<file path="src/rtl/hamm_encoder_stream_if.sv">
// Stream, error-injection and status signals of the Hamming (8,4) encoder.
// Master = upstream/downstream test side, slave = encoder.
interface hamm_encoder_stream_if #(
  parameter int CNT_W = 16
);
  logic [3:0]       in_data;
  logic             in_valid;
  logic             in_ready;
  logic [7:0]       out_code;
  logic             out_valid;
  logic             out_ready;
  logic             inj_req;
  logic [2:0]       inj_pos;
  logic             inj_armed;
  logic [CNT_W-1:0] code_cnt;

  modport master (
    output in_data, in_valid, out_ready, inj_req, inj_pos,
    input  in_ready, out_code, out_valid, inj_armed, code_cnt
  );

  modport slave (
    input  in_data, in_valid, out_ready, inj_req, inj_pos,
    output in_ready, out_code, out_valid, inj_armed, code_cnt
  );
endinterface

</file>
<file path="src/rtl/hamm_encoder_stream.sv">
// Streaming extended Hamming (8,4) encoder with an output FIFO, a one-shot
// single-bit error injector and a wrapping count of codewords written.
// Codeword layout: c[7:4]=d, c[3]=d3^d2^d1, c[2]=d3^d2^d0, c[1]=d3^d1^d0,
// c[0]=even parity over c[7:1].
module hamm_encoder_stream #(
  parameter int DEPTH = 4,
  parameter int CNT_W = 16
) (
  input  logic                  clk,
  input  logic                  reset,
  hamm_encoder_stream_if.slave  bus
);
  localparam int AW = $clog2(DEPTH);

  // Pointers carry an extra wrap bit so full and empty can be told apart.
  logic [AW:0]            wr_ptr_q, wr_ptr_d, rd_ptr_q, rd_ptr_d;
  logic [DEPTH-1:0][7:0]  mem_q, mem_d;
  logic                   in_ready_q, in_ready_d;
  logic                   inj_armed_q, inj_armed_d;
  logic [2:0]             inj_pos_q, inj_pos_d;
  logic [CNT_W-1:0]       cnt_q, cnt_d;

  logic       empty, push, pop, full_n;
  logic [7:0] code_w;

  function automatic logic [7:0] encode(input logic [3:0] d);
    logic [7:0] c;
    c[7:4] = d;
    c[3]   = d[3] ^ d[2] ^ d[1];
    c[2]   = d[3] ^ d[2] ^ d[0];
    c[1]   = d[3] ^ d[1] ^ d[0];
    c[0]   = ^c[7:1];
    return c;
  endfunction

  assign empty = (wr_ptr_q == rd_ptr_q);

  // Next-state: FIFO push/pop, injection arm/apply, counter, registered ready.
  always_comb begin
    mem_d       = mem_q;
    wr_ptr_d    = wr_ptr_q;
    rd_ptr_d    = rd_ptr_q;
    inj_armed_d = inj_armed_q;
    inj_pos_d   = inj_pos_q;
    cnt_d       = cnt_q;

    // in_ready_q is exactly !full, so a push never overruns the FIFO.
    push   = bus.in_valid && in_ready_q;
    pop    = !empty && bus.out_ready;
    code_w = encode(bus.in_data) ^ (inj_armed_q ? (8'd1 << inj_pos_q) : 8'd0);

    if (push) begin
      mem_d[wr_ptr_q[AW-1:0]] = code_w;
      wr_ptr_d    = wr_ptr_q + (AW+1)'(1);
      cnt_d       = cnt_q + CNT_W'(1);
      inj_armed_d = 1'b0;
    end
    if (pop)
      rd_ptr_d = rd_ptr_q + (AW+1)'(1);

    // A request in the same cycle as an accept arms for the next accept.
    if (bus.inj_req) begin
      inj_armed_d = 1'b1;
      inj_pos_d   = bus.inj_pos;
    end

    full_n     = (wr_ptr_d[AW] != rd_ptr_d[AW]) &&
                 (wr_ptr_d[AW-1:0] == rd_ptr_d[AW-1:0]);
    in_ready_d = !full_n;
  end

  // State registers; reset empties the FIFO and drops any pending injection.
  always_ff @(posedge clk or negedge reset) begin
    if (!reset) begin
      mem_q       <= '0;
      wr_ptr_q    <= '0;
      rd_ptr_q    <= '0;
      in_ready_q  <= 1'b0;
      inj_armed_q <= 1'b0;
      inj_pos_q   <= '0;
      cnt_q       <= '0;
    end else begin
      mem_q       <= mem_d;
      wr_ptr_q    <= wr_ptr_d;
      rd_ptr_q    <= rd_ptr_d;
      in_ready_q  <= in_ready_d;
      inj_armed_q <= inj_armed_d;
      inj_pos_q   <= inj_pos_d;
      cnt_q       <= cnt_d;
    end
  end

  // Head word comes straight from FIFO storage, never from in_data.
  assign bus.out_code  = mem_q[rd_ptr_q[AW-1:0]];
  assign bus.out_valid = !empty;
  assign bus.in_ready  = in_ready_q;
  assign bus.inj_armed = inj_armed_q;
  assign bus.code_cnt  = cnt_q;
endmodule

</file>
<file path="src/flat_wrapper.sv">
// flat-port wrapper written by rule: the top's interface ports become plain ports
module hamm_encoder_stream_flat 
#(
  parameter int DEPTH = 4,
  parameter int CNT_W = 16
)
  (clk, reset, bus_in_data, bus_in_valid, bus_out_ready, bus_inj_req, bus_inj_pos, bus_in_ready, bus_out_code, bus_out_valid, bus_inj_armed, bus_code_cnt);
  hamm_encoder_stream_if #(.CNT_W(CNT_W)) bus_i ();
  input  logic clk;
  input  logic reset;
  input wire logic [$bits(bus_i.in_data)-1:0] bus_in_data;
  input wire logic [$bits(bus_i.in_valid)-1:0] bus_in_valid;
  input wire logic [$bits(bus_i.out_ready)-1:0] bus_out_ready;
  input wire logic [$bits(bus_i.inj_req)-1:0] bus_inj_req;
  input wire logic [$bits(bus_i.inj_pos)-1:0] bus_inj_pos;
  output wire logic [$bits(bus_i.in_ready)-1:0] bus_in_ready;
  output wire logic [$bits(bus_i.out_code)-1:0] bus_out_code;
  output wire logic [$bits(bus_i.out_valid)-1:0] bus_out_valid;
  output wire logic [$bits(bus_i.inj_armed)-1:0] bus_inj_armed;
  output wire logic [$bits(bus_i.code_cnt)-1:0] bus_code_cnt;
  assign bus_i.in_data = bus_in_data;
  assign bus_i.in_valid = bus_in_valid;
  assign bus_i.out_ready = bus_out_ready;
  assign bus_i.inj_req = bus_inj_req;
  assign bus_i.inj_pos = bus_inj_pos;
  assign bus_in_ready = bus_i.in_ready;
  assign bus_out_code = bus_i.out_code;
  assign bus_out_valid = bus_i.out_valid;
  assign bus_inj_armed = bus_i.inj_armed;
  assign bus_code_cnt = bus_i.code_cnt;
  hamm_encoder_stream #(.DEPTH(DEPTH), .CNT_W(CNT_W)) u_core (.clk(clk), .reset(reset), .bus(bus_i));
endmodule
</file>
<file path="config.mk">
export PLATFORM = sky130hd
export DESIGN_NAME = hamm_encoder_stream_flat
export DESIGN_NICKNAME = d
export VERILOG_FILES = /design/src/rtl/hamm_encoder_stream_if.sv /design/src/rtl/hamm_encoder_stream.sv /design/src/flat_wrapper.sv
export SDC_FILE = /design/constraint.sdc
export NUM_CORES = 1
export LEC_CHECK = 0
export ABC_CLOCK_PERIOD_IN_PS = 1800
export CORE_MARGIN = 8
export CORE_UTILIZATION = 49
export DETAILED_ROUTE_END_ITERATION = 8
export PLACE_DENSITY_LB_ADDON = 0.3
export SLEW_MARGIN = 20
export SYNTH_ARGS = -nofsm -noshare
export SYNTH_HDL_FRONTEND = slang
export SYNTH_SLANG_ARGS = --single-unit
</file>
<file path="constraint.sdc">
create_clock -name clk -period 1.8 [get_ports clk]
set_input_delay 0.27 -clock clk [delete_from_list [all_inputs] [get_ports clk]]
set_output_delay 0.27 -clock clk [all_outputs]
set_load 0.05 [all_outputs]
</file>
# Word level (Yosys, flattened, before mapping)
# Index checks and enable logic that the tools add are counted.
[totals] output_inout_bits=27 regBits=59 input_bits=12
[classes] magnitude_cmp=3 bitwise=6 n_reduce_logical=8 n_eq_ne=3 shifts=1 n_addsub=3 muxes=10
[op_table] cell="bitwise mux 32 bit" count=1
[op_table] cell="two-way mux 8 bit" count=3
[op_table] cell="adder 16 x 1 -> 16 bit, second input constant" count=1
[op_table] cell="binary-select mux 8 bit (select 2 bit)" count=1
[op_table] cell="demux 8 bit (select 2 bit)" count=1
[op_table] cell="<< shifter 1 x 3 -> 8 bit, first input constant" count=1
[op_table] cell="XOR 8 bit" count=1
[op_table] cell="parity 7 bit" count=1
[op_table] cell="adder 3 x 1 -> 3 bit, second input constant" count=2
[op_table] cell="< comparator 2 x 3 -> 1 bit, second input constant" count=2
[op_table] cell="two-way mux 3 bit" count=2
[op_table] cell="XOR 1 bit" count=5
[op_table] cell="logical AND 1 bit" count=4
[op_table] cell="== test 3 bit" count=1
[op_table] cell="== test 2 bit" count=1
[op_table] cell="greater-or-equal comparator 2 x 1 -> 1 bit, second input constant" count=1
[op_table] cell="zero test 1 bit" count=2
[op_table] cell="two-way mux 1 bit" count=2
[op_table] cell="nonzero test 2 bit" count=1
[op_table] cell="inequality test 1 bit" count=1

# Longest topological paths before layout
[depth] depth_word=7 depth_mapped=6 ltp_nobuf=6

# Worst setup path before layout
# OpenSTA, ideal clock, no wires.
[synth_timing] path_type="flip-flop to flip-flop" startpoint="reg u_core.rd_ptr_q[0]" endpoint="reg u_core.in_ready_q (netlist: u_core.bus.in_ready)" path_stages_with_launch=7 synth_period_minus_slack_ps=2137 path_slack_ps=-337 arrival_ps=1999 path_cell_list="dfrtp_1 -> buf_6 -> xnor2_4 -> nand3_1 -> nand2_1 -> xnor2_1 -> or4_1"
[synth_between] elab_chain_len=7 elab_cells_between_ends=9 classes_between="add/sub: 1; eq/ne: 3; mux: 1; reduce/logical: 4"
[synth_lines] element="start: declaration" line="hamm_encoder_stream.sv:16" rtl="logic [AW:0] wr_ptr_q, wr_ptr_d, rd_ptr_q, rd_ptr_d;"
[synth_lines] element="start signal: assignment" line="hamm_encoder_stream.sv:85" rtl="rd_ptr_q <= rd_ptr_d;"
[synth_lines] element="== test 3 bit (*)" line="hamm_encoder_stream.sv:36" rtl="assign empty = (wr_ptr_q == rd_ptr_q);"
[synth_lines] element="zero test 1 bit (*)"
[synth_lines] element="net bus_out_valid" line="flat_wrapper.sv:18" rtl="output wire logic [$bits(bus_i.out_valid)-1:0] bus_out_valid;"
[synth_lines] element="logical AND 1 bit (*)" line="hamm_encoder_stream.sv:49" rtl="pop = !empty && bus.out_ready;"
[synth_lines] element="two-way mux 3 bit (*)" line="hamm_encoder_stream.sv:58" rtl="if (pop)"
[synth_lines] element="== test 2 bit / inequality test 1 bit (equally long branches)" line="hamm_encoder_stream.sv:68, hamm_encoder_stream.sv:67"
[synth_lines] element="logical AND 1 bit (*)" line="hamm_encoder_stream.sv:67" rtl="full_n = (wr_ptr_d[AW] != rd_ptr_d[AW]) &&"
[synth_lines] element="zero test 1 bit (*)" line="hamm_encoder_stream.sv:69" rtl="in_ready_d = !full_n;"
[synth_lines] element="net u_core.in_ready_d" line="hamm_encoder_stream.sv:18" rtl="logic in_ready_q, in_ready_d;"
[synth_lines] element="end signal: assignment" line="hamm_encoder_stream.sv:86" rtl="in_ready_q <= in_ready_d;"
[synth_lines] element="end: declaration" line="hamm_encoder_stream.sv:18"
# Mark *: on every way through the listed nets, which the timed path passes. The rest lies on a longest branch.
# A chain may end at the register's enable or synchronous reset.

# Final worst setup path
[layout_timing] startpoint="reg u_core.rd_ptr_q[0]" endpoint="out bus_out_code[5]"
[layout_between] elab_chain_len=2
[layout_lines] element="binary-select mux 8 bit (select 2 bit)" line="hamm_encoder_stream.sv:94" rtl="assign bus.out_code = mem_q[rd_ptr_q[AW-1:0]];"
[layout_lines] element="two-way mux 8 bit (implied by the code)" line="hamm_encoder_stream.sv:94"
[layout_lines] element="end: declaration" line="flat_wrapper.sv:17" rtl="output wire logic [$bits(bus_i.out_code)-1:0] bus_out_code;"
# No other way between the ends. The select of a mux whose other input is x is not followed.

==> results.py <==
metrics = {
    "outcome": {
        "status": "finished, violations left",
        "violations": "negative setup slack",
    },
    "die": {
        "initial_utilization_pct": 51.3,
        "die_w_um": 92.1,
        "core_um2": 5540,
        "dieHeight_um": 92.1,
        "dieArea_um2": 8490,
        "placementRows": 27,
        "ios": 39,
    },
    "critical_path": {
        "r2r-end": "u_core.bus.in_ready$_DFF_PN0_",
        "r2r_slack_ns": -0.13,
        "worstSetupStartpoint": "u_core.rd_ptr_q[0]$_DFF_PN0_",
        "path_class": "reg -> out",
        "crit_path_cell_trace": "buf_6, buf_6, mux4_2, buf_6",
        "r2r-start": "u_core.rd_ptr_q[0]$_DFF_PN0_",
        "cp_num_buf_inv": 3,
        "endpoint_kind": "output pin",
        "critPathMaxFanout": 5,
        "max_stage_delay_ns": 0.53,
        "cp-start-kind": "flop",
        "endpoint": "bus_out_code[5]",
        "cp.required_ns": 1.53,
        "cp_data_arrival_time_ns": 1.70,
        "cp_slowest_cell": "mux4_2",
        "critPathTopFamily": "multiplexers",
        "cp_num_cells": 4,
        "cpMostUsedCell": "buf_6",
        "worstRegToRegCells": 7,
    },
    "power_and_ir_drop": {
        "cellLeakagePower_nw": 1.73,
        "power_mw": 7.28,
        "power_density_nw_per_um2": 1930,
        "peakVddDrop_uv": 1220,
    },
    "synth": {
        "synth_mux_area_share_pct": 8.59,
        "synth_top_cell_area_share_pct": 52.0,
        "yosys_register_bits": 59,
        "synth_seq_area_share_pct": 52.0,
        "synthSimpleGateAreaFrac_pct": 14.5,
        "synthCells": 261,
        "synth_top_family_by_area": "simple AND/OR/NAND/NOR gates",
        "synth_compound_area_share_pct": 7.44,
        "syn_area_um2": 2840,
        "synth_area_leaders": "dfrtp_1 52%, nand2_1 7.5%, mux4_1 7.4%",
        "syn_nets": 279,
        "synth_cell_types": 30,
        "synth_warnings": 0,
        "synth_top_area_cell": "dfrtp_1",
        "synthAdderAreaFrac_pct": 2.64,
        "syn_area_per_cell_um2": 10.9,
        "synth_xor_area_share_pct": 12.7,
    },
    "detailed_routing": {
        "vias": 2091,
        "firstDrtPassIters": 4,
        "vias_per_cell": 5.10,
        "routed_wl_mm": 6.00,
        "dr.first_iter.drc_count": 97,
        "drc_errors": 0,
        "wl_per_cell_um": 14.6,
        "postRouteAntennaNets": 0,
    },
    "sta": {
        "hold_viol": 0,
        "fin_ws_ns": -0.165,
        "slew_violations": 0,
        "tightest_slew_ns": 0.502,
        "relSlewSlack_pct": 66.5,
        "post-route-period-util_pct": 109,
        "rsz0062_at_grt": "true",
        "max_freq_mhz": 509,
        "finalCriticalPeriod_ns": 1.97,
        "fin_skew_ns": 0.00581,
        "holdWs_ns": 0.453,
        "finalSetupViolCount": 10,
    },
    "cells_and_area": {
        "num_antenna_cells": 0,
        "area_growth_pct": 32.9,
        "ff_latch_area_um2": 1480,
        "multi_input_area_um2": 1330,
        "final_net_count": 351,
        "final_util_pct": 68.1,
        "drive_above_1_share_pct": 27.8,
        "fillers": 437,
        "fin_area_um2": 3770,
    },
    "min_path": {
        "hold_class": "in -> async",
    },
    "clocking": {
        "path_clk_slew_ns": 0.07,
        "h-tree-depth": 3,
        "cts_tree": "done",
        "clockBufferDepth": 2,
        "clock_latency_ns": 0.34,
        "cts_buffers": 9,
        "clockRootBuffer": "clkbuf_8",
        "cts.sink_count": 59,
    },
    "global_routing": {
        "antenna_found_initial": 0,
        "track_usage_pct": 16.0,
        "grt_first_pass_wirelength_mm": 10.8,
        "grt_overflow": 0,
        "grt_max_degree": 60,
        "grt_pass1_vias": 2279,
    },
    "placed_design": {
        "portBuffers": 38,
        "hpwl_mm": 4.21,
        "place_area_um2": 3470,
        "dpl_worst_slack_ns": -0.192,
        "gp_congestion": 0.778,
    },
    "job": {
        "drv_cap": 0,
    },
}
-- cell usage after synthesis --
| master | number |
|---|---|
| a21oi_1 | 1 |
| or4_1 | 1 |
| a21o_1 | 1 |
| buf_2 | 1 |
| clkbuf_1 | 6 |
| nor2b_1 | 3 |
| a21o_2 | 1 |
| xnor2_1 | 22 |
| nor3b_1 | 2 |
| o21ai_0 | 35 |
| nand2_2 | 1 |
| nand2_1 | 57 |
| ha_1 | 6 |
| nand4_1 | 6 |
| nand3_1 | 4 |
| a211oi_1 | 2 |
| dfrtp_1 | 59 |
| nand2b_1 | 1 |
| xor2_1 | 16 |
| and2_1 | 1 |
| inv_1 | 5 |
| buf_1 | 1 |
| nor3_1 | 6 |
| xnor2_4 | 1 |
| nand4b_1 | 2 |
| nor2_1 | 7 |
| buf_6 | 1 |
| mux2_2 | 3 |
| and3_1 | 1 |
| mux4_1 | 8 |
-- how the worst min path moves through the flow --
stage,startpoint,to,depth (start not counted)
2_1_floorplan,reset,u_core.bus.code_cnt[0]$_DFFE_PN0P_,0
3_3_place_gp,reset,u_core.mem_q[22]$_DFFE_PN0P_,2
3_5_place_dp,reset,u_core.mem_q[22]$_DFFE_PN0P_,2
4_1_cts,reset,u_core.mem_q[22]$_DFFE_PN0P_,3
5_1_grt,reset,u_core.mem_q[22]$_DFFE_PN0P_,3
6_report,reset,u_core.mem_q[22]$_DFFE_PN0P_,3
-- routing by layer --
metal  vias up  track usage [%]  routed length, um
li1       1031                -                  -
met1      1011             20.6               2810
met2        42             24.0               2780
met3         7             5.22                329
met4         0             7.25                 81
met5         -                0                  0
-- layout make-up --
cell class | instances | area share [%]
clock buffer | 10 | 3.38
tap | 72 | 2.39
inverter | 5 | 0.497
clock inverter | 6 | 2.39
sequential | 59 | 39.2
timing repair buffer | 70 | 17.1
multi-input combinational | 188 | 35.1
-- metrics by stage --
step / instances / setup TNS (ns)
finish: 410 / -1.29
global route: 410 / -1.99
CTS: 410 / -1.45
detailed placement: 390 / -0.591
global placement: 390 / -0.346
floorplan: 261 / -0.00529
-- cells by family after synthesis --
family / after synthesis
mux: 11
simple gates: 92
xor+xnor: 39
buf+inv: 14
fa+ha+maj: 6
compound gates: 40
flops: 59
-- worst min-delay path, stage by stage --
cell and delay (ns):
dlygate4sd3_1 0.51, buf_2 0.12, buf_12 0.27
-- layout by cell type (no fill, tap or decap), types with 5 or more instances in the layout --
cell             synthesis  layout
nand4_1                  6       6
buf_6                    1      11
buf_4                    0      41
o21ai_0                 35      35
nor3_1                   6       6
ha_1                     6       5
dfrtp_1                 59      58
clkdlybuf4s50_1          0      11
nand2_1                 57      56
xor2_1                  16      16
clkbuf_8                 0       9
inv_1                    5       5
nor2_1                   7       7
xnor2_1                 22      20
mux4_2                   0       8
-- report_power, final --
part / switching (mW) / leakage, nW / internal [mW]
clock network: 0.533 / 0.106 / 0.781
registers: 0.411 / 0.729 / 1.81
logic: 2.03 / 0.892 / 1.71
-- repair_timing --
| item | in CTS | in global routing |
|---|---|---|
| hold buffers | 1 | 0 |
| resized for setup | 24 | 1 |
| endpoints found under the hold margin | 59 | 0 |
| endpoints found under the setup margin | 10 | 11 |
| pin swaps | 1 | 1 |
| setup buffers | 3 | 0 |
-- sequential cells by signal (all words and copies together) (netlist names) --
name / cells
u_core.rd_ptr_q: 3
u_core.bus.code_cnt: 16
u_core.wr_ptr_q: 3
u_core.inj_pos_q: 3
u_core.mem_q: 32
u_core.bus.in_ready: 1
u_core.bus.inj_armed: 1
Power figures use the tool's default switching activity.
